`src/rtl/core_ncache_router.sv`:
```
// Routes one upstream request at a time to a cached or uncached port.
// Non-cacheable address regions (base/mask/enable) select the port.
//
// Ports:
//   core_sys_clk / core_sys_rst : single clock, synchronous active-high reset
//   cfg_wr_*    : region register writes (sel 0=base, 1=mask, 2=enable)
//   d_req_* / d_ack_rdata : upstream request, one-cycle ack with read data
//   c_req_* / c_ack_rdata : cached downstream port
//   u_req_* / u_ack_rdata : uncached downstream port
//   err_timeout : pulses with a d_req_ack that was forced by the wait limit
//   stat_nc_cnt : saturating count of requests routed uncached
module core_ncache_router #(
  parameter int ADDR_WIDTH = 32,
  parameter int DATA_WIDTH = 32,
  parameter int NC_REGIONS = 2,
  parameter int TIMEOUT    = 256
) (
  input  logic                  core_sys_clk,
  input  logic                  core_sys_rst,
  input  logic                  cfg_wr_val,
  input  logic [2:0]            cfg_wr_idx,
  input  logic [1:0]            cfg_wr_sel,
  input  logic [ADDR_WIDTH-1:0] cfg_wr_data,
  input  logic                  d_req_val,
  input  logic [ADDR_WIDTH-1:0] d_req_addr,
  input  logic [2:0]            d_req_cop,
  input  logic [DATA_WIDTH-1:0] d_req_wdata,
  input  logic [2:0]            d_req_size,
  output logic                  d_req_ack,
  output logic [DATA_WIDTH-1:0] d_ack_rdata,
  output logic                  c_req_val,
  output logic [ADDR_WIDTH-1:0] c_req_addr,
  output logic [2:0]            c_req_cop,
  output logic [DATA_WIDTH-1:0] c_req_wdata,
  output logic [2:0]            c_req_size,
  input  logic                  c_req_ack,
  input  logic [DATA_WIDTH-1:0] c_ack_rdata,
  output logic                  u_req_val,
  output logic [ADDR_WIDTH-1:0] u_req_addr,
  output logic [2:0]            u_req_cop,
  output logic [DATA_WIDTH-1:0] u_req_wdata,
  output logic [2:0]            u_req_size,
  input  logic                  u_req_ack,
  input  logic [DATA_WIDTH-1:0] u_ack_rdata,
  output logic                  err_timeout,
  output logic [15:0]           stat_nc_cnt
);

  localparam int CW = $clog2(TIMEOUT) + 1;
  localparam logic [CW-1:0] LIM = CW'(TIMEOUT - 1);

  typedef enum logic [1:0] {
    IDLE,
    C_WAIT,
    U_WAIT,
    RESP
  } state_t;

  state_t r_state;
  state_t w_next;

  logic [ADDR_WIDTH-1:0] r_base [NC_REGIONS];
  logic [ADDR_WIDTH-1:0] r_mask [NC_REGIONS];
  logic [NC_REGIONS-1:0] r_en;

  logic [ADDR_WIDTH-1:0] r_addr;
  logic [2:0]            r_cop;
  logic [DATA_WIDTH-1:0] r_wdata;
  logic [2:0]            r_size;
  logic [DATA_WIDTH-1:0] r_rdata;
  logic                  r_tmo;
  logic [CW-1:0]         r_cnt;
  logic [15:0]           r_stat;

  logic                  w_nc_hit;
  logic                  w_ack;
  logic [DATA_WIDTH-1:0] w_ack_data;
  logic                  w_limit;

  // Region registers; out-of-range indices match no loop
  // iteration and are dropped.
  always_ff @(posedge core_sys_clk) begin
    if (core_sys_rst) begin
      for (int i = 0; i < NC_REGIONS; i++) begin
        r_base[i] <= '0;
        r_mask[i] <= '0;
      end
      r_en <= '0;
    end else if (cfg_wr_val) begin
      for (int i = 0; i < NC_REGIONS; i++) begin
        if (cfg_wr_idx == 3'(i)) begin
          case (cfg_wr_sel)
            2'd0:    r_base[i] <= cfg_wr_data;
            2'd1:    r_mask[i] <= cfg_wr_data;
            2'd2:    r_en[i]   <= cfg_wr_data[0];
            default: ;
          endcase
        end
      end
    end
  end

  always_comb begin
    w_nc_hit = 1'b0;
    for (int i = 0; i < NC_REGIONS; i++) begin
      if (r_en[i] &&
          ((d_req_addr & ~r_mask[i]) == r_base[i]))
        w_nc_hit = 1'b1;
    end
  end

  // Only the port chosen at classification can complete.
  always_comb begin
    w_ack      = 1'b0;
    w_ack_data = '0;
    if (r_state == C_WAIT) begin
      w_ack      = c_req_ack;
      w_ack_data = c_ack_rdata;
    end else if (r_state == U_WAIT) begin
      w_ack      = u_req_ack;
      w_ack_data = u_ack_rdata;
    end
  end

  assign w_limit = (r_cnt == LIM);

  always_comb begin
    w_next = r_state;
    unique case (r_state)
      IDLE: begin
        if (d_req_val)
          w_next = w_nc_hit ? U_WAIT : C_WAIT;
      end
      C_WAIT, U_WAIT: begin
        if (w_ack || w_limit)
          w_next = RESP;
      end
      RESP:    w_next = IDLE;
      default: w_next = IDLE;
    endcase
  end

  always_ff @(posedge core_sys_clk) begin
    if (core_sys_rst) begin
      r_state <= IDLE;
      r_addr  <= '0;
      r_cop   <= '0;
      r_wdata <= '0;
      r_size  <= '0;
      r_rdata <= '0;
      r_tmo   <= 1'b0;
      r_cnt   <= '0;
      r_stat  <= '0;
    end else begin
      r_state <= w_next;
      if (r_state == IDLE && d_req_val) begin
        r_addr  <= d_req_addr;
        r_cop   <= d_req_cop;
        r_wdata <= d_req_wdata;
        r_size  <= d_req_size;
        r_cnt   <= '0;
        r_tmo   <= 1'b0;
        if (w_nc_hit && r_stat != 16'hFFFF)
          r_stat <= r_stat + 16'd1;
      end else if (r_state == C_WAIT ||
                   r_state == U_WAIT) begin
        // An ack on the limit cycle beats the timeout.
        if (w_ack) begin
          r_rdata <= w_ack_data;
          r_tmo   <= 1'b0;
        end else if (w_limit) begin
          r_rdata <= '0;
          r_tmo   <= 1'b1;
        end else begin
          r_cnt <= r_cnt + 1'b1;
        end
      end
    end
  end

  assign c_req_val   = (r_state == C_WAIT);
  assign u_req_val   = (r_state == U_WAIT);
  assign c_req_addr  = r_addr;
  assign c_req_cop   = r_cop;
  assign c_req_wdata = r_wdata;
  assign c_req_size  = r_size;
  assign u_req_addr  = r_addr;
  assign u_req_cop   = r_cop;
  assign u_req_wdata = r_wdata;
  assign u_req_size  = r_size;

  assign d_req_ack   = (r_state == RESP);
  assign d_ack_rdata = d_req_ack ? r_rdata : '0;
  assign err_timeout = d_req_ack && r_tmo;
  assign stat_nc_cnt = r_stat;

endmodule

```
`config.mk`:
```
export PLATFORM = sky130hd
export DESIGN_NAME = core_ncache_router
export DESIGN_NICKNAME = d
export VERILOG_FILES = /design/src/rtl/core_ncache_router.sv
export SDC_FILE = /design/constraint.sdc
export NUM_CORES = 1
export LEC_CHECK = 0
export ABC_AREA = 1
export CAP_MARGIN = 20
export CORE_MARGIN = 2
export CORE_UTILIZATION = 29
export DETAILED_ROUTE_END_ITERATION = 6
export PLACE_DENSITY = 0.61
export REMOVE_ABC_BUFFERS = 1
export SETUP_SLACK_MARGIN = 0.05
export SLEW_MARGIN = 30
export SYNTH_ARGS = -nofsm -noshare
export SYNTH_HDL_FRONTEND = slang
export SYNTH_SLANG_ARGS = --single-unit
```
`constraint.sdc`:
```
create_clock -name core_sys_clk -period 5.9 [get_ports core_sys_clk]
set_input_delay 1.18 -clock core_sys_clk [delete_from_list [all_inputs] [get_ports core_sys_clk]]
set_output_delay 1.18 -clock core_sys_clk [all_outputs]
set_load 0.005 [all_outputs]
```
### Word-level counts from Yosys, hierarchy flattened

Memories as Yosys holds them, arrays and structs flattened.
Index checks and enable logic that the tools add are counted.

* memories: 2
* flip-flop bits (word level): 132
* memory bits (writable): 128
* bits of input ports: 177

* add/subtract/negate cells: 2
* eq/ne operators: 12
* reduce and logical (&&, ||, !) cells: 20
* multiplexer cells: 39
* bitwise gates (word level): 11

Memory list
* r_base: depth 2, bits a word 32, rd ports 2, clocked after Yosys merged registers in 0, wr ports 2, line 62 `logic [ADDR_WIDTH-1:0] r_base [NC_REGIONS];`
* r_mask: depth 2, bits a word 32, rd ports 2, clocked after Yosys merged registers in 0, wr ports 2, line 63 `logic [ADDR_WIDTH-1:0] r_mask [NC_REGIONS];`

Operator list (number)
* two-way mux 32 bit: 9
* AND 32 bit: 2
* equality test 32 bit: 2
* NOT 32 bit: 2
* two-way mux 1 bit: 26
* adder 16 x 1 -> 16 bit (second input constant): 1
* != test 16 bit (second input constant): 1
* AND reduction 3 bit: 4
* adder 9 x 1 -> 9 bit (second input constant): 1
* equality test 9 x 8 -> 1 bit (second input constant): 1
* equality test 2 bit (second input constant): 3
* two-way mux 2 bit: 3
* one-hot mux 2 bit (3 select lines): 1
* AND reduction 2 bit: 3
* logical AND 1 bit: 5
* equality test 2 x 1 -> 1 bit (second input constant): 2
* zero test 2 bit: 2
* != test 2 bit (second input constant): 2
* OR 1 bit: 4
* OR reduction 2 bit: 2
* equality test 3 x 1 -> 1 bit (second input constant): 1
* zero test 3 bit: 1
* NOT 1 bit: 3
* logical OR 1 bit: 2
* nonzero test 2 bit: 1

### Logic depth before layout (Yosys ltp)

Gate-level depths: netlist of run 1.

* depth in word-level cells: 9
* gate-level depth with buffers: 16

### Least setup slack after synthesis of run 1

No wires, ideal clock.

* path type: input -> register
* from: input port core_sys_rst
* to: memory r_base[1][0], in the netlist r_base[0][32], enable pin
* stages: 4
* path slack: 3.097 ns
* buffers on the path: 2
* arrival time: 2.414 ns
* required time: 5.511 ns
* cell sequence: clkinv_1 > clkbuf_1 > buf_2 > nand2_1

RTL lines
* from (decl): line 19 `input logic core_sys_rst,`
* to (decl): line 62

### Worst setup path after layout of run 1

* from: register r_state[0]
* to: output port d_ack_rdata[21]

* longest elaborated chain between the ends: 2

RTL lines
* from (decl): line 59 `state_t r_state;`
* from (signal assigned): line 155 `r_state <= w_next;`
* equality test 2 bit: line 192 `assign d_req_ack = (r_state == RESP);`
* two-way mux 32 bit: line 193 `assign d_ack_rdata = d_req_ack ? r_rdata : '0;`
* to (decl): line 30 `output logic [DATA_WIDTH-1:0] d_ack_rdata,`

No other way between the ends.

==> results of run 1 <==
cell type report:
type,count,area (sq um),share of cell area [%]
antenna,1,2.50,0.0143
clock buffer,40,848,4.86
clock inverter,15,161,0.925
inverter,226,850,4.87
multi-input combinational,995,4590,26.3
sequential,260,6490,37.2
tap,585,732,4.20
timing repair buffer,380,3770,21.6
sequential cells by signal (all words and copies together) (netlist names), 3 cells and up:
name / count
stat_nc_cnt: 16
c_req_size: 3
r_rdata: 32
c_req_cop: 3
r_mask: 64
r_cnt: 9
c_req_addr: 32
c_req_wdata: 32
r_base: 64
layout by cell type, fill, tap and decap left out, types with 3 or more instances in the layout:
master           synthesis  final
a21oi_1                 52     52
a22o_1                  32     32
buf_4                   71     12
clkbuf_1                44      4
clkbuf_16                0     30
clkbuf_8                 0      6
clkdlybuf4s50_1          0    368
clkinv_2                 0      6
clkinvlp_4               0      4
dfxtp_1                132    132
edfxtp_1               128    128
ha_1                     8      7
inv_1                  224    222
inv_2                    0      3
nand2_1                336    335
nand2_2                  2      3
nand3_1                101    101
nand3_2                  3      3
nand3b_1                26     26
nand4_1                 19     19
nor2_1                 288    288
nor2_2                   6      6
nor2_4                   3      3
nor3_1                  16     16
o21ai_0                 78     78
xor2_1                   9      9
routing by layer:
layer / vias up / share of wire [%]
li1: 5617 / -
met1: 5237 / 43
met2: 353 / 49
met3: 67 / 5.5
met4: 2 / 3.0
met5: - / 0.034
critical path, stage by stage (launching register included):
cell	delay, ns
dfxtp_1	0.40
ha_2	0.66
nand2_1	0.17
inv_1	0.09
clkdlybuf4s50_1	0.50
power groups by stage:
stage	registers, W	logic [W]	clock network (W)
after floorplan	0.00226	0.000572	0
after global placement	0.00225	0.00143	0
after detailed placement	0.00226	0.00145	0
after CTS	0.00222	0.00145	0.00193
after global routing	0.00225	0.00158	0.00200
final	0.00222	0.00143	0.00187
cells by family (layout without fill, tap and decap cells):
group / Yosys count / after routing / share of synthesized area, %
flip-flops: 260 / 260 / 51.2
AO/OA/AOI/OAI: 167 / 167 / 7.60
AND/OR/NAND/NOR: 809 / 809 / 27.0
adder cells (fa/ha/maj): 8 / 8 / 0.789
buffers and inverters: 353 / 661 / 12.7
XOR/XNOR: 11 / 11 / 0.760
other: 0 / 1 / 0
how the worst min path moves through the flow:
| stage | to | cells after the start | slack, ns |
|---|---|---|---|
| final | r_rdata[3] | 2 | 0.46 |
| after global routing | r_rdata[18] | 2 | 0.48 |
| after CTS | r_rdata[1] | 2 | 0.47 |
| after detailed placement | r_rdata[1] | 2 | 0.46 |
| after global placement | r_cnt[7] | 2 | 0.45 |
| after floorplan | r_cnt[7] | 2 | 0.44 |
stage by stage:
step	hold slack, ns	instance area [sq um]	utilization (%)	total power [W]
2_1_floorplan	0.439	11900	-	0.00283
3_3_place_gp	0.451	16400	38.1	0.00368
3_5_place_dp	0.456	16400	38.1	0.00371
4_1_cts	0.465	17400	40.5	0.00560
5_1_grt	0.476	17400	40.5	0.00582
6_report	0.464	17400	40.5	0.00552
==> impl_metrics.yaml, run 1 <==
global_route:
  grt_pass1_vias: 10815
  grt_first_pass_wirelength_microns: 58400
  use_met3_pct: 2.41
  antenna_found_initial: 2
  grt_usage_pct: 16.4
  grt_use_met2_pct: 28.9
  grt-ovfl-total: 0
  grt.busiest_layer: "met2"
  met1_usage_pct: 20.7
  grt_max_degree: 79
hold_path:
  hold_class: "reg -> reg"
  hold_start: "r_rdata[3]"
critical_path:
  ff2ff_path_depth: 11
  arrival_ns: 2.40
  worstPathRequired_ns: 4.72
  cp-start-kind: "register"
  reg2reg_slack_ns: 2.93
  reg2reg_from: "r_state[1]"
  r2r-end: "r_rdata[9]"
  worstPathMaxFanout: 34
  cp-startpoint: "r_state[0]"
  criticalPathCategory: "reg -> out"
  cp-endpoint: "d_ack_rdata[21]"
  cp-end-kind: "output port"
synth:
  asyncSetResetFlopFracSynth_pct: 0
  synth_cell_type_count: 36
  synthTopCellsByCount: "336 x nand2_1, 288 x nor2_1, 224 x inv_1"
  ys_ff_latch: 260
  avgSynthCellArea_sq_um: 7.89
  synth_seq_area_share_pct: 51.2
  synth_cells: 1608
  synth_ff_type: "dfxtp_1"
  synth.top_cell.area_share_pct: 30.3
  syn_area_sq_mm: 0.0127
  synth_edf_count: 128
  ys_top_cells_by_area: "edfxtp_1 30%, dfxtp_1 21%, nand2_1 9.9%"
  synth_top_area_cell: "edfxtp_1"
  ys_warn_count: 0
  synth_most_common_cell: "nand2_1"
floorplanning:
  dieArea_sq_mm: 0.0454
  die_h_microns: 213
  die_w_microns: 213
  rows: 76
  fp.coreArea_sq_mm: 0.0431
  ioPinCount: 369
  initial_core_util_pct: 29.4
routing:
  totalWireLength_microns: 38500
  via_count: 11276
  drtPass1Iterations: 5
  wl_per_cell_microns: 15.4
  drc_errors: 0
  viasPerCell: 4.51
  drt-initial-drc-count: 765
  detail-route-antenna-nets: 0
power:
  internal-power_w: 0.00391
  p_sw_w: 0.00161
  seqPwrFrac_pct: 40.2
  power_frac_comb_pct: 25.9
  p_sw_share_pct: 29.1
  ir_worst_vdd_v: 0.000215
  p_leak_nw: 7.35
  clock_power_share_pct: 33.9
  p_per_area_mw_per_mm2: 317
clock_network:
  cts_resized: 0
  cts_buffer_depth: 3
  cts_tree: "yes"
  clk_latency_ns: 0.59
  clock-sinks: 260
  post_cts_buffers: 0
  hold_buffers: 0
  clk_pin_slew_worst_paths_ns: 0.06
  cts_root_buf: "clkbuf_16"
  htree_levels: 1
  cts-buffers-inserted: 30
timing:
  tns_ns: 0
  worst_slack_ns: 2.32
  fin_crit_sh_pct: 60.6
  drv_slew: 0
  slew_headroom_pct: 35.4
  setup_viol: 0
  hold_viol: 0
  min_period_ns: 3.58
  worstMarginPinSlew_ns: 0.969
  fin_skew_ns: 0.0302
  fmax_ghz: 0.280
  rsz0062_at_grt: "false"
layout:
  fin_cells: 2502
  layout-drive-gt1-share_pct: 4.38
  fillerInstances: 4314
  nets: 2078
  area_growth_pct: 37.6
placement:
  io_buffers: 368
  hpwlAfterDp_microns: 28100
  placed_cells: 2446
  dp_worst_setup_slack_ns: 1.81
  gp_congestion: 0.892
status:
  status: "finished clean"
run:
  drv_cap: 0
(Power assumes the default switching activity.)
==> run 2: changes to the inputs <==
==> constraint.sdc (replaced) <==
create_clock -name core_sys_clk -period 3.35 [get_ports core_sys_clk]
set_input_delay 0.67 -clock core_sys_clk [delete_from_list [all_inputs] [get_ports core_sys_clk]]
set_output_delay 0.67 -clock core_sys_clk [all_outputs]
set_load 0.005 [all_outputs]
==> run 2 against run 1 <==
Net effect:
- cell count increased by 0.60%
- core utilization increased by 0.11 points
- via count increased by 0.30%
- worst hold slack about the same
- critical path type unchanged
- largest cell class unchanged
==> impl_metrics.yaml, run 2 (synthesis gave the netlist of run 1 again) <==
floorplanning:
  fp.coreArea_sq_mm: 0.0431
  die_h_microns: 213
  die_w_microns: 213
  ioPinCount: 369
  initial_core_util_pct: 29.4
  rows: 76
  dieArea_sq_mm: 0.0454
clock_network:
  cts-buffers-inserted: 31
  post_cts_buffers: 0
  htree_levels: 1
  cts_resized: 0
  clk_latency_ns: 0.59
  cts_buffer_depth: 3
  hold_buffers: 0
  clk_pin_slew_worst_paths_ns: 0.06
  cts_tree: "yes"
  clock-sinks: 260
  cts_root_buf: "clkbuf_16"
critical_path:
  r2r-end: "r_rdata[31]"
  cp-start-kind: "register"
  cp-endpoint: "d_ack_rdata[20]"
  arrival_ns: 2.17
  worstPathRequired_ns: 2.68
  criticalPathCategory: "reg -> out"
  reg2reg_slack_ns: 1.17
  reg2reg_from: "r_state[1]"
  ff2ff_path_depth: 10
  cp-startpoint: "r_state[1]"
  cp-end-kind: "output port"
  worstPathMaxFanout: 34
timing:
  rsz0062_at_grt: "false"
  min_period_ns: 2.84
  drv_slew: 0
  fin_crit_sh_pct: 84.8
  setup_viol: 0
  slew_headroom_pct: 46.0
  hold_viol: 0
  worstMarginPinSlew_ns: 0.810
  fin_skew_ns: 0.0193
  fmax_ghz: 0.352
  tns_ns: 0
placement:
  io_buffers: 368
  gp_congestion: 0.905
  hpwlAfterDp_microns: 29000
status:
  status: "finished clean"
power:
  p_leak_nw: 7.40
  ir_worst_vdd_v: 0.000375
  p_per_area_mw_per_mm2: 553
global_route:
  grt-ovfl-total: 0
  grt_max_degree: 76
  grt_usage_pct: 16.8
  grt_first_pass_wirelength_microns: 59600
  grt_pass1_vias: 10844
  antenna_found_initial: 6
routing:
  drtPass1Iterations: 6
  viasPerCell: 4.49
  totalWireLength_microns: 39200
  detail-route-antenna-nets: 0
  drt-initial-drc-count: 687
  via_count: 11310
  wl_per_cell_microns: 15.6
  drc_errors: 0
hold_path:
  hold_class: "reg -> reg"
run:
  drv_cap: 0
layout:
  fin_util_pct: 40.6
  layout-drive-gt1-share_pct: 4.57
  area_growth_pct: 37.9
  mostFrequentLayoutCells: "368 x clkdlybuf4s50_1, 335 x nand2_1, 288 x nor2_1"
  layout_commonest_cell: "clkdlybuf4s50_1"
  nets: 2088
  largestRegisters: "r_base x64, r_mask x64"
[run 2: cell types whose count changed in the layout (fill, tap and decap cells not counted), sizes merged]
cell and change:
buf +9, clkbuf +8, clkinvlp -4, diode +4, bufinv -2, clkinv -2, inv +2
[run 2: routing by layer]
layer | share of wire, % | global-route usage [%]
met2 | 50 | 29.7
met1 | 43 | 21.1
met4 | 2.2 | 4.99
met5 | 0.031 | 0
met3 | 5.3 | 2.35
[run 2: final cells by class]
class                           count  area (sq um)
Antenna cell                        5          12.5
Clock buffer                       48           903
Clock inverter                      9          66.3
Fill cell                        4352         25600
Inverter                          226           850
Multi-Input combinational cell    995          4590
Sequential cell                   260          6490
Tap cell                          585           732
Timing Repair Buffer              389          3850
[run 2: worst min path at each step]
| stage | startpoint | to | slack (ns) | depth (start not counted) |
|---|---|---|---|---|
| after floorplan | r_cnt[7] | r_cnt[7] | 0.44 | 2 |
| after global routing | r_rdata[13] | r_rdata[13] | 0.49 | 2 |
| after detailed placement | r_rdata[15] | r_rdata[15] | 0.46 | 2 |
| after global placement | r_cnt[7] | r_cnt[7] | 0.45 | 2 |
| final | r_rdata[30] | r_rdata[30] | 0.46 | 2 |
| after CTS | r_rdata[15] | r_rdata[15] | 0.47 | 2 |
[run 2: worst max-delay path, cell delays in order (launching register included)]
cell and delay (ns):
dfxtp_1 0.39, ha_1 0.17, buf_4 0.34, nand2_1 0.12, inv_1 0.07, clkdlybuf4s50_1 0.50
[run 2: per-stage QoR]
step | instance area, sq um | hold slack [ns] | instances | total power (W) | worst slack [ns]
floorplan | 11900 | 0.439 | 1481 | 0.00498 | -1.81
global placement | 16500 | 0.450 | 2455 | 0.00652 | 0.358
global route | 17500 | 0.487 | 2517 | 0.0102 | 0.364
detailed placement | 16500 | 0.456 | 2455 | 0.00655 | 0.368
finish | 17500 | 0.464 | 2517 | 0.00968 | 0.510
CTS | 17500 | 0.465 | 2512 | 0.00981 | 0.458
[run 2: report_power, final]
group          switching (W)  total, W  leakage [nW]  internal [W]
clock network        0.00137   0.00322         0.484       0.00185
logic                0.00125   0.00255          4.62       0.00130
registers           0.000236   0.00391          2.30       0.00367
total                0.00285   0.00968          7.40       0.00683
==> run 3: changes to the inputs <==
==> constraint.sdc (replaced) <==
create_clock -name core_sys_clk -period 2.8 [get_ports core_sys_clk]
set_input_delay 0.56 -clock core_sys_clk [delete_from_list [all_inputs] [get_ports core_sys_clk]]
set_output_delay 0.56 -clock core_sys_clk [all_outputs]
set_load 0.005 [all_outputs]
==> run 3 against run 2 <==
Net effect:
- critical path depth unchanged
- worst setup slack got worse by 0.31 ns
- critical endpoint is now d_ack_rdata[19]
- cell count unchanged
- sequential share of layout area is 0.39 points lower
- wire length down 0.28%
- die area is the same
==> impl_metrics.yaml, run 3 (synthesis gave the netlist of run 1 again) <==
status:
  status: "finished clean"
floorplanning:
  rows: 76
  initial_core_util_pct: 29.4
  ioPinCount: 369
  dieArea_sq_mm: 0.0454
  die_h_microns: 213
  die_w_microns: 213
  fp.coreArea_sq_mm: 0.0431
routing:
  viasPerCell: 4.51
  totalWireLength_microns: 39100
  drt-initial-drc-count: 742
  via_count: 11340
  detail-route-antenna-nets: 0
  drc_errors: 0
  drtPass1Iterations: 5
  wl_per_cell_microns: 15.5
clock_network:
  post_cts_buffers: 0
  cts_root_buf: "clkbuf_16"
  clock-sinks: 260
  clk_pin_slew_worst_paths_ns: 0.06
  clk_latency_ns: 0.59
  htree_levels: 1
  cts_tree: "yes"
  cts-buffers-inserted: 31
  cts_buffer_depth: 3
layout:
  fin_util_pct: 41.0
  largestRegisters: "r_base x64, r_mask x64"
  layout_commonest_cell: "clkdlybuf4s50_1"
  mostFrequentLayoutCells: "368 x clkdlybuf4s50_1, 335 x nand2_1, 288 x nor2_1"
  area_growth_pct: 39.4
  fin_cells: 2517
  layout-drive-gt1-share_pct: 4.97
  nets: 2091
power:
  p_per_area_mw_per_mm2: 675
  p_sw_w: 0.00344
  clock_power_share_pct: 34.8
  p_leak_nw: 7.49
  p_sw_share_pct: 28.8
  seqPwrFrac_pct: 39.2
  power_frac_comb_pct: 26.0
  internal-power_w: 0.00850
  ir_worst_vdd_v: 0.000468
critical_path:
  criticalPathCategory: "reg -> out"
  ff2ff_path_depth: 11
  worstPathMaxFanout: 34
  worstPathRequired_ns: 2.24
  cp-end-kind: "output port"
  arrival_ns: 2.04
  cp-start-kind: "register"
timing:
  fin_skew_ns: 0.0183
  drv_slew: 0
  slew_headroom_pct: 70.0
  rsz0062_at_grt: "false"
  worstMarginPinSlew_ns: 0.451
  fmax_ghz: 0.384
  setup_viol: 0
  min_period_ns: 2.60
  fin_crit_sh_pct: 92.9
  hold_viol: 0
global_route:
  grt_max_degree: 76
  grt-ovfl-total: 0
  grt_pass1_vias: 11063
  grt_usage_pct: 16.8
  antenna_found_initial: 2
  grt_first_pass_wirelength_microns: 59700
hold_path:
  hold_depth: 2
  hold_class: "reg -> reg"
run:
  drv_cap: 0
placement:
  gp_congestion: 0.903
  hpwlAfterDp_microns: 28900
  placed_cells: 2458
  io_buffers: 368
[run 3: cell types whose count changed in the layout (fill, tap and decap cells not counted), sizes merged]
| cell | before | now |
|---|---|---|
| clkinv | 7 | 10 |
| bufinv | 0 | 3 |
| buf | 21 | 24 |
| inv | 228 | 229 |
| diode | 5 | 1 |
| clkbuf | 48 | 42 |
[run 3: cell type report]
cell class	count	area (sq um)
inverter	226	850
timing repair buffer	392	3950
fill	4325	25400
clock buffer	42	888
tap	585	732
antenna	1	2.50
sequential	260	6490
multi-input combinational	995	4590
clock inverter	16	179
[run 3: power by group through the flow]
stage          combinational, W  clock, W  sequential, W
6_report                0.00310   0.00416        0.00467
5_1_grt                 0.00343   0.00441        0.00473
4_1_cts                 0.00314   0.00428        0.00468
3_5_place_dp            0.00313         0        0.00476
3_3_place_gp            0.00310         0        0.00474
2_1_floorplan           0.00121         0        0.00476
[run 3: critical path, stage by stage (launching register included)]
cell	delay (ns)
dfxtp_1	0.39
ha_1	0.22
buf_12	0.20
nand2_1	0.08
inv_1	0.05
clkdlybuf4s50_1	0.53
[run 3: final timing paths]
kind                                      from         endpoint  slack (ns)
worst max-delay path                r_state[0]  d_ack_rdata[19]        0.20
worst min-delay path               r_rdata[13]      r_rdata[13]        0.46
worst max register to register  stat_nc_cnt[0]   stat_nc_cnt[8]        0.70
worst min register to register     r_rdata[13]      r_rdata[13]        0.46
[run 3: repair_timing]
item,in CTS,in global routing
gates resized for setup,1,3
endpoints found under the setup margin,31,34
hold buffers,0,0
pin swaps,0,0
[run 3: routing by layer]
metal	share of wire, %	up-vias	global-route usage (%)
li1	-	5652	-
met1	42	5256	21.1
met2	49	359	29.3
met3	6.0	71	2.57
met4	2.9	2	5.64
met5	0.041	-	0
[run 3: stage by stage]
stage | setup WS (ns) | TNS (ns) | power, W | hold WS, ns | instance area [sq um]
after floorplan | -2.34 | -228.19 | 0.00596 | 0.439 | 11900
after global placement | 0.126 | 0 | 0.00784 | 0.451 | 16600
after detailed placement | 0.102 | 0 | 0.00788 | 0.456 | 16600
after CTS | 0.0810 | 0 | 0.0121 | 0.465 | 17700
after global routing | 0.0579 | 0 | 0.0126 | 0.485 | 17700
final | 0.198 | 0 | 0.0119 | 0.464 | 17700
